File: config.mk
export PLATFORM = sky130hd
export DESIGN_NAME = rsa_modexp
export DESIGN_NICKNAME = d
export VERILOG_FILES = /design/src/rtl/rsa_pkg.sv /design/src/rtl/rsa_modmul_serial.sv /design/src/rtl/rsa_modexp.sv
export SDC_FILE = /design/constraint.sdc
export NUM_CORES = 2
export LEC_CHECK = 0
export ABC_AREA = 1
export ABC_CLOCK_PERIOD_IN_PS = 13900
export BUFFER_PORTS_ARGS = -buffer_cell sky130_fd_sc_hd__buf_2
export CAP_MARGIN = 20
export CORE_UTILIZATION = 46
export DETAILED_ROUTE_END_ITERATION = 8
export PLACE_DENSITY = 0.58
export SLEW_MARGIN = 20
export SYNTH_ARGS = -nofsm -noshare
export SYNTH_HDL_FRONTEND = slang
export SYNTH_SLANG_ARGS = --single-unit
File: constraint.sdc
create_clock -name clk -period 13.9 [get_ports clk]
set_clock_uncertainty 0.1 [all_clocks]
set_input_delay 0.695 -clock clk [delete_from_list [all_inputs] [get_ports clk]]
set_output_delay 0.695 -clock clk [all_outputs]
set_load 0.03 [all_outputs]
File: src/rtl/rsa_pkg.sv
// Shared definitions for the rsa_modexp engine.
//   state_t          : top-level FSM encoding
//   DEFAULT_WIDTH    : default operand width
//   modexp_latency() : accept-to-out_valid cycle count for a transaction
package rsa_pkg;

    typedef enum logic [1:0] {
        IDLE,
        REDUCE,
        STEP,
        DONE
    } state_t;

    localparam int unsigned DEFAULT_WIDTH = 32;

    // Cycle (accept edge = 0) in which out_valid rises.
    function automatic int unsigned modexp_latency(
        input int unsigned width,
        input logic [31:0] modulus,
        input logic [31:0] exponent
    );
        int unsigned bit_len;
        bit_len = 0;
        for (int unsigned i = 0; i < 32; i++) begin
            if (exponent[i]) bit_len = i + 1;
        end
        if (modulus <= 32'd1) return 1;
        if (exponent == '0) return width + 1;
        return width * (1 + bit_len) + 1;
    endfunction

endpackage

File: src/rtl/rsa_modmul_serial.sv
// Bit-serial interleaved modular multiplier: p = (a * b) mod modulus.
// Precondition b < modulus; a is unrestricted.
//   clk, reset (sync, active-low)
//   start   : load operands; the first of WIDTH steps happens on this edge
//   a, b, modulus : operands, sampled when start is high
//   busy    : steps 2..WIDTH still pending
//   done    : one-cycle pulse, p valid from this cycle until next start
//   p       : partial/final product
module rsa_modmul_serial #(
    parameter int unsigned WIDTH = 32
) (
    input  logic             clk,
    input  logic             reset,
    input  logic             start,
    input  logic [WIDTH-1:0] a,
    input  logic [WIDTH-1:0] b,
    input  logic [WIDTH-1:0] modulus,
    output logic             busy,
    output logic             done,
    output logic [WIDTH-1:0] p
);

    localparam int unsigned CW = $clog2(WIDTH) + 1;

    logic [WIDTH-1:0] a_sh;
    logic [WIDTH-1:0] b_r;
    logic [WIDTH-1:0] m_r;
    logic [CW-1:0]    cnt;
    logic [WIDTH-1:0] p_next;

    // t = 2p + (bit ? b : 0) < 3*modulus, so two conditional subtracts suffice.
    function automatic logic [WIDTH-1:0] mm_step(
        input logic [WIDTH-1:0] cur_p,
        input logic             cur_bit,
        input logic [WIDTH-1:0] cur_b,
        input logic [WIDTH-1:0] cur_m
    );
        logic [WIDTH+1:0] t;
        logic [WIDTH+1:0] m_ext;
        m_ext = {2'b00, cur_m};
        t = {1'b0, cur_p, 1'b0} + (cur_bit ? {2'b00, cur_b} : '0);
        if (t >= m_ext) t = t - m_ext;
        if (t >= m_ext) t = t - m_ext;
        return t[WIDTH-1:0];
    endfunction

    // On the start edge the first step uses the raw inputs with p = 0.
    always_comb begin
        p_next = '0;
        if (start) p_next = mm_step('0, a[WIDTH-1], b, modulus);
        else       p_next = mm_step(p, a_sh[WIDTH-1], b_r, m_r);
    end

    always_ff @(posedge clk) begin
        if (!reset) begin
            a_sh <= '0;
            b_r  <= '0;
            m_r  <= '0;
            cnt  <= '0;
            p    <= '0;
            busy <= 1'b0;
            done <= 1'b0;
        end else if (start) begin
            p    <= p_next;
            a_sh <= a << 1;
            b_r  <= b;
            m_r  <= modulus;
            cnt  <= CW'(1);
            busy <= 1'b1;
            done <= 1'b0;
        end else if (busy) begin
            p    <= p_next;
            a_sh <= a_sh << 1;
            cnt  <= cnt + CW'(1);
            if (cnt == CW'(WIDTH - 1)) begin
                busy <= 1'b0;
                done <= 1'b1;
            end
        end else begin
            done <= 1'b0;
        end
    end

endmodule

File: src/rtl/rsa_modexp.sv
// One-shot modular exponentiation: result = message^exponent mod modulus.
// Right-to-left square-and-multiply over two bit-serial multipliers.
//   clk, reset (sync, active-low)
//   in_valid/in_ready   : operand handshake (message, exponent, modulus)
//   out_valid/out_ready : result handshake (result, err)
//   err                 : modulus was zero
module rsa_modexp
    import rsa_pkg::*;
#(
    parameter int unsigned WIDTH = DEFAULT_WIDTH
) (
    input  logic             clk,
    input  logic             reset,
    input  logic             in_valid,
    output logic             in_ready,
    input  logic [WIDTH-1:0] message,
    input  logic [WIDTH-1:0] exponent,
    input  logic [WIDTH-1:0] modulus,
    output logic             out_valid,
    input  logic             out_ready,
    output logic [WIDTH-1:0] result,
    output logic             err
);

    state_t state, state_next;

    logic [WIDTH-1:0] e_q, m_q, acc_q;
    logic [WIDTH-1:0] e_next, acc_next, new_acc;
    logic [WIDTH-1:0] result_next;
    logic             err_next, load_result;

    logic             sq_start, sq_busy, sq_done;
    logic             mul_start, mul_busy, mul_done;
    logic [WIDTH-1:0] sq_a, sq_b, sq_p, mul_b, mul_p, mod_sel;

    // The square instance doubles as the REDUCE unit; its p holds base.
    rsa_modmul_serial #(.WIDTH(WIDTH)) u_square (
        .clk(clk), .reset(reset), .start(sq_start),
        .a(sq_a), .b(sq_b), .modulus(mod_sel),
        .busy(sq_busy), .done(sq_done), .p(sq_p)
    );

    rsa_modmul_serial #(.WIDTH(WIDTH)) u_multiply (
        .clk(clk), .reset(reset), .start(mul_start),
        .a(sq_p), .b(mul_b), .modulus(mod_sel),
        .busy(mul_busy), .done(mul_done), .p(mul_p)
    );

    assign in_ready  = (state == IDLE);
    assign out_valid = (state == DONE);
    assign mod_sel   = (state == IDLE) ? modulus : m_q;
    assign e_next    = e_q >> 1;
    assign new_acc   = e_q[0] ? mul_p : acc_q;

    always_comb begin
        state_next  = state;
        sq_start    = 1'b0;
        mul_start   = 1'b0;
        sq_a        = sq_p;
        sq_b        = sq_p;
        mul_b       = acc_q;
        acc_next    = acc_q;
        result_next = result;
        err_next    = err;
        load_result = 1'b0;
        unique case (state)
            IDLE: begin
                sq_a = message;
                sq_b = WIDTH'(1);
                if (in_valid) begin
                    if (modulus <= WIDTH'(1)) begin
                        state_next  = DONE;
                        load_result = 1'b1;
                        result_next = '0;
                        err_next    = (modulus == '0);
                    end else begin
                        state_next = REDUCE;
                        sq_start   = 1'b1;
                    end
                end
            end
            REDUCE: begin
                if (sq_done && !sq_busy) begin
                    acc_next = WIDTH'(1);
                    if (e_q == '0) begin
                        state_next  = DONE;
                        load_result = 1'b1;
                        result_next = WIDTH'(1);
                        err_next    = 1'b0;
                    end else begin
                        state_next = STEP;
                        sq_start   = 1'b1;
                        mul_start  = 1'b1;
                        mul_b      = WIDTH'(1);
                    end
                end
            end
            STEP: begin
                // Both multipliers were started together and finish together.
                if (sq_done && mul_done && !mul_busy) begin
                    acc_next = new_acc;
                    if (e_next == '0) begin
                        state_next  = DONE;
                        load_result = 1'b1;
                        result_next = new_acc;
                        err_next    = 1'b0;
                    end else begin
                        sq_start  = 1'b1;
                        mul_start = 1'b1;
                        mul_b     = new_acc;
                    end
                end
            end
            DONE: begin
                if (out_ready) state_next = IDLE;
            end
            default: state_next = IDLE;
        endcase
    end

    always_ff @(posedge clk) begin
        if (!reset) begin
            state  <= IDLE;
            e_q    <= '0;
            m_q    <= '0;
            acc_q  <= '0;
            result <= '0;
            err    <= 1'b0;
        end else begin
            state <= state_next;
            acc_q <= acc_next;
            if (state == IDLE && in_valid) begin
                e_q <= exponent;
                m_q <= modulus;
            end else if (state == STEP && sq_done) begin
                e_q <= e_next;
            end
            if (load_result) begin
                result <= result_next;
                err    <= err_next;
            end
        end
    end

endmodule

==> metrics.md <==
| Metric | Value |
|---|---|
| Outcome | finished, final reports clean |
| Hold Crit Class | in2reg |
| Initial antenna violation count | 6 |
| Max Cap Viol | 0 |
| Final min period | 9.346 ns |
| Vias in the first global route | 41230 |
| Vias | 45840 |
| Post-DP HPWL | 137500 um |
| Core ar. | 87290 um^2 |
| Slowest-stage cell, CP | inv_1 |
| Top-area cell type share of the netlist area | 0.1966 |
| Final worst-path cycle share | 0.6723 |
| Die area | 89940 um^2 |
| Startpoint Class | flip-flop |
| FF-to-FF path depth | 34 |
| Slowest cell delay on critical path | 1.07 ns |
| DRC viols | 0 |
| Netlist cell types | 60 |
| Routed Antenna Nets | 0 |
| Cells after synthesis | 6871 |
| Synth area leader | dfxtp_1 |
| Final hold vios | 0 |
| Layout cells sized above 1 | 0.05205 |
| Yosys warnings | 0 |
| Synth Register Bits | 401 |
| Die width | 299.9 um |
| Num CTS Buffers | 49 |
| Largest cells by area after synthesis | dfxtp_1, nand2_1, ha_1 |
| CTS Sinks | 401 |
| First-pass GRT wire length | 259000 um |
| Leak Pwr | 22.77 nW |
| EDFF count, synth | 0 |
| TritonCTS clock tree | built |
| DR vias/cell | 5.692 |
| Initial Utilization | 0.4676 |
| Setup Buffers After CTS | 0 |
| Slew headroom | 0.2931 |
| Clock-pin slew on the worst setup and hold paths | 0.06 ns |
| Final Max Slew Viols | 0 |
| Cells after DPL | 7962 |
| Critical path fanouts, max | 58 |
| Starting DRT DRC Count | 5385 |
| Pwr Total | 0.01089 W |
| CP Class | reg2reg |
| Crit path DAT | 9.73 ns |
| Layout Cells excl Fill | 8054 |
| Port Buf Inserts | 134 |
| All-Layer GR Usage | 0.3783 |
| Critical Path RT | 14.28 ns |
| Peak VDD IR | 0.0002083 V |
| Max Clock Freq | 107.0 MHz |
| Post-synth ARST share | 0 |
| Setup violators final | 0 |
| Setup TNS | 0 ns |
| Layout Nets | 7292 |
| Mean Syn Cell Area | 5.941 um^2 |
| Most used cell along the critical path | nand2_1 |
| Final GP Congestion | 1.042 |
| Seq/Total Area, Yosys | 0.1966 |
| Drt pass-1 iters | 6 |
| Largest net degree at the start of global routing | 97 |
| Mapped cell area | 40820 um^2 |
| Post-detailed-route wirelength per cell | 21.73 um |
| Syn-to-layout area delta | 7.947% |
| Post-CTS sizing | 0 |
| Row cnt | 108 |
| DRT Wirelength | 175000 um |
| CTS H-tree lvls | 2 |
| Clock buffer depth | 3 |
| Post-synth top flop | dfxtp_1 |
| Hold depth | 3 |
| IO Pins | 135 |
| Crit. End Element | flip-flop |
| CTS Root Cell | clkbuf_16 |
| Mapped Nets | 7305 |
| Pwr dens | 247.2 nW/um^2 |
| Cts hold-fix bufs | 0 |
| Clock latency on the worst-skew pair | 0.67 ns |
| Die span in y | 299.9 um |
| RSZ-0062 raised after global routing | no |
| Worst slew pin tran | 1.059 ns |
| Remaining global-route overflow | 0 |
==> cells in the mapped netlist (5+ instances only) <==
cell / number
nand2_1: 1736
nor3_1: 99
nor4_1: 26
nand4_1: 46
buf_4: 14
buf_1: 10
ha_1: 324
a221oi_1: 32
nor2_1: 666
or2_2: 12
nand3b_1: 17
inv_2: 13
o211ai_1: 38
buf_6: 6
a211oi_1: 35
xor2_1: 121
o21ai_0: 619
a31oi_1: 69
dfxtp_1: 401
fa_1: 10
o21ai_1: 20
a21oi_1: 620
a21boi_0: 23
buf_2: 58
inv_1: 941
nand3_2: 5
nand3_1: 390
xnor2_1: 138
o21bai_1: 49
a21o_1: 55
clkbuf_1: 170
o21a_1: 37
nand2_2: 14
==> state kept, by name (all words and copies together) (netlist names), 31 cells and up <==
| register | flops |
|---|---|
| result | 32 |
| u_multiply.p | 32 |
| u_square.p | 32 |
| u_square.m_r | 32 |
| u_multiply.m_r | 32 |
| u_square.b_r | 32 |
| e_q | 32 |
| u_multiply.a_sh | 31 |
| acc_q | 32 |
| m_q | 32 |
| u_multiply.b_r | 32 |
| u_square.a_sh | 31 |
==> power breakdown <==
| group | internal, W | switching [W] |
|---|---|---|
| logic | 0.00243 | 0.00554 |
| registers | 0.00135 | 0.000145 |
| clock network | 0.000835 | 0.000594 |
==> layer usage <==
layer,GRT usage,routed length [um],vias up,share of wire
li1,-,-,22470,-
met3,0.07349,17370,262,0.099
met5,0,39,-,0.00022
met4,0.1431,7083,6,0.040
met1,0.5597,81410,21100,0.47
met2,0.5321,69130,2011,0.39
==> kinds of logic (layout without fill, tap and decap cells) <==
| family | after synthesis | in the layout | share of synthesized area |
|---|---|---|---|
| DFF | 401 | 401 | 0.1966 |
| muxes | 1 | 1 | 0.0002452 |
| and+or+nand+nor | 3037 | 3037 | 0.3057 |
| buffers and inverters | 1217 | 1243 | 0.1161 |
| other | 0 | 2 | 0 |
| AOI/OAI and AO/OA | 1622 | 1622 | 0.2216 |
| adders and majority gates | 334 | 334 | 0.1042 |
| xor gates and xnor gates | 259 | 259 | 0.05557 |
==> cell type report <==
class	count	area [um^2]
Clock buffer	61	1361
Fill cell	9462	43230
Timing Repair Buffer	195	1135
Antenna cell	2	5.005
Tap cell	1155	1445
Clock inverter	29	405.4
Sequential cell	401	8029
Multi-Input combinational cell	5253	28080
Inverter	958	3603
==> worst max-delay path, delay by kind of cell, from the launching register on <==
kind | cells | cell delay (ns)
AO/OA/AOI/OAI | 8 | 1.49
adder cells (fa/ha/maj) | 4 | 1.65
buffers and inverters | 7 | 2.56
flip-flops | 1 | 0.40
AND/OR/NAND/NOR | 15 | 2.86
==> cells in the final DEF, fill, tap and decap left out, types with 26 or more instances in the layout <==
| cell type | instances |
|---|---|
| buf_2 | 133 |
| dfxtp_1 | 400 |
| nand4_1 | 46 |
| a31oi_1 | 69 |
| clkbuf_16 | 49 |
| nand3_1 | 390 |
| o21bai_1 | 49 |
| a221oi_1 | 32 |
| inv_1 | 939 |
| o21ai_0 | 610 |
| xnor2_1 | 138 |
| o21ai_1 | 29 |
| a21o_1 | 55 |
| xor2_1 | 121 |
| nor4_1 | 26 |
| nand2_1 | 1735 |
| ha_1 | 323 |
| buf_4 | 61 |
| nor3_1 | 99 |
| o211ai_1 | 38 |
| nor2_1 | 666 |
| o21a_1 | 37 |
| a211oi_1 | 35 |
| a21oi_1 | 620 |
==> per-stage QoR <==
step | hold WS (ns) | util | area, um^2 | setup WS, ns
final | 0.1898 | 0.5048 | 44070 | 4.555
after floorplan | 0.3244 | - | 40820 | 7.513
after detailed placement | 0.3566 | 0.4845 | 42290 | 4.762
after global placement | 0.3477 | 0.4845 | 42290 | 4.904
after global routing | 0.1903 | 0.5048 | 44060 | 3.748
after CTS | 0.1539 | 0.5047 | 44060 | 4.660
==> final timing paths <==
check / end / from / slack (ns)
worst min-delay path: e_q[20] / exponent[20] / 0.19
worst min register to register: u_multiply.a_sh[4] / u_multiply.a_sh[3] / 0.33
worst max-delay path: u_multiply.p[25] / state[0] / 4.55
worst max register to register: u_multiply.p[25] / state[0] / 4.55
No activity file was read; power rests on OpenSTA's default activity.
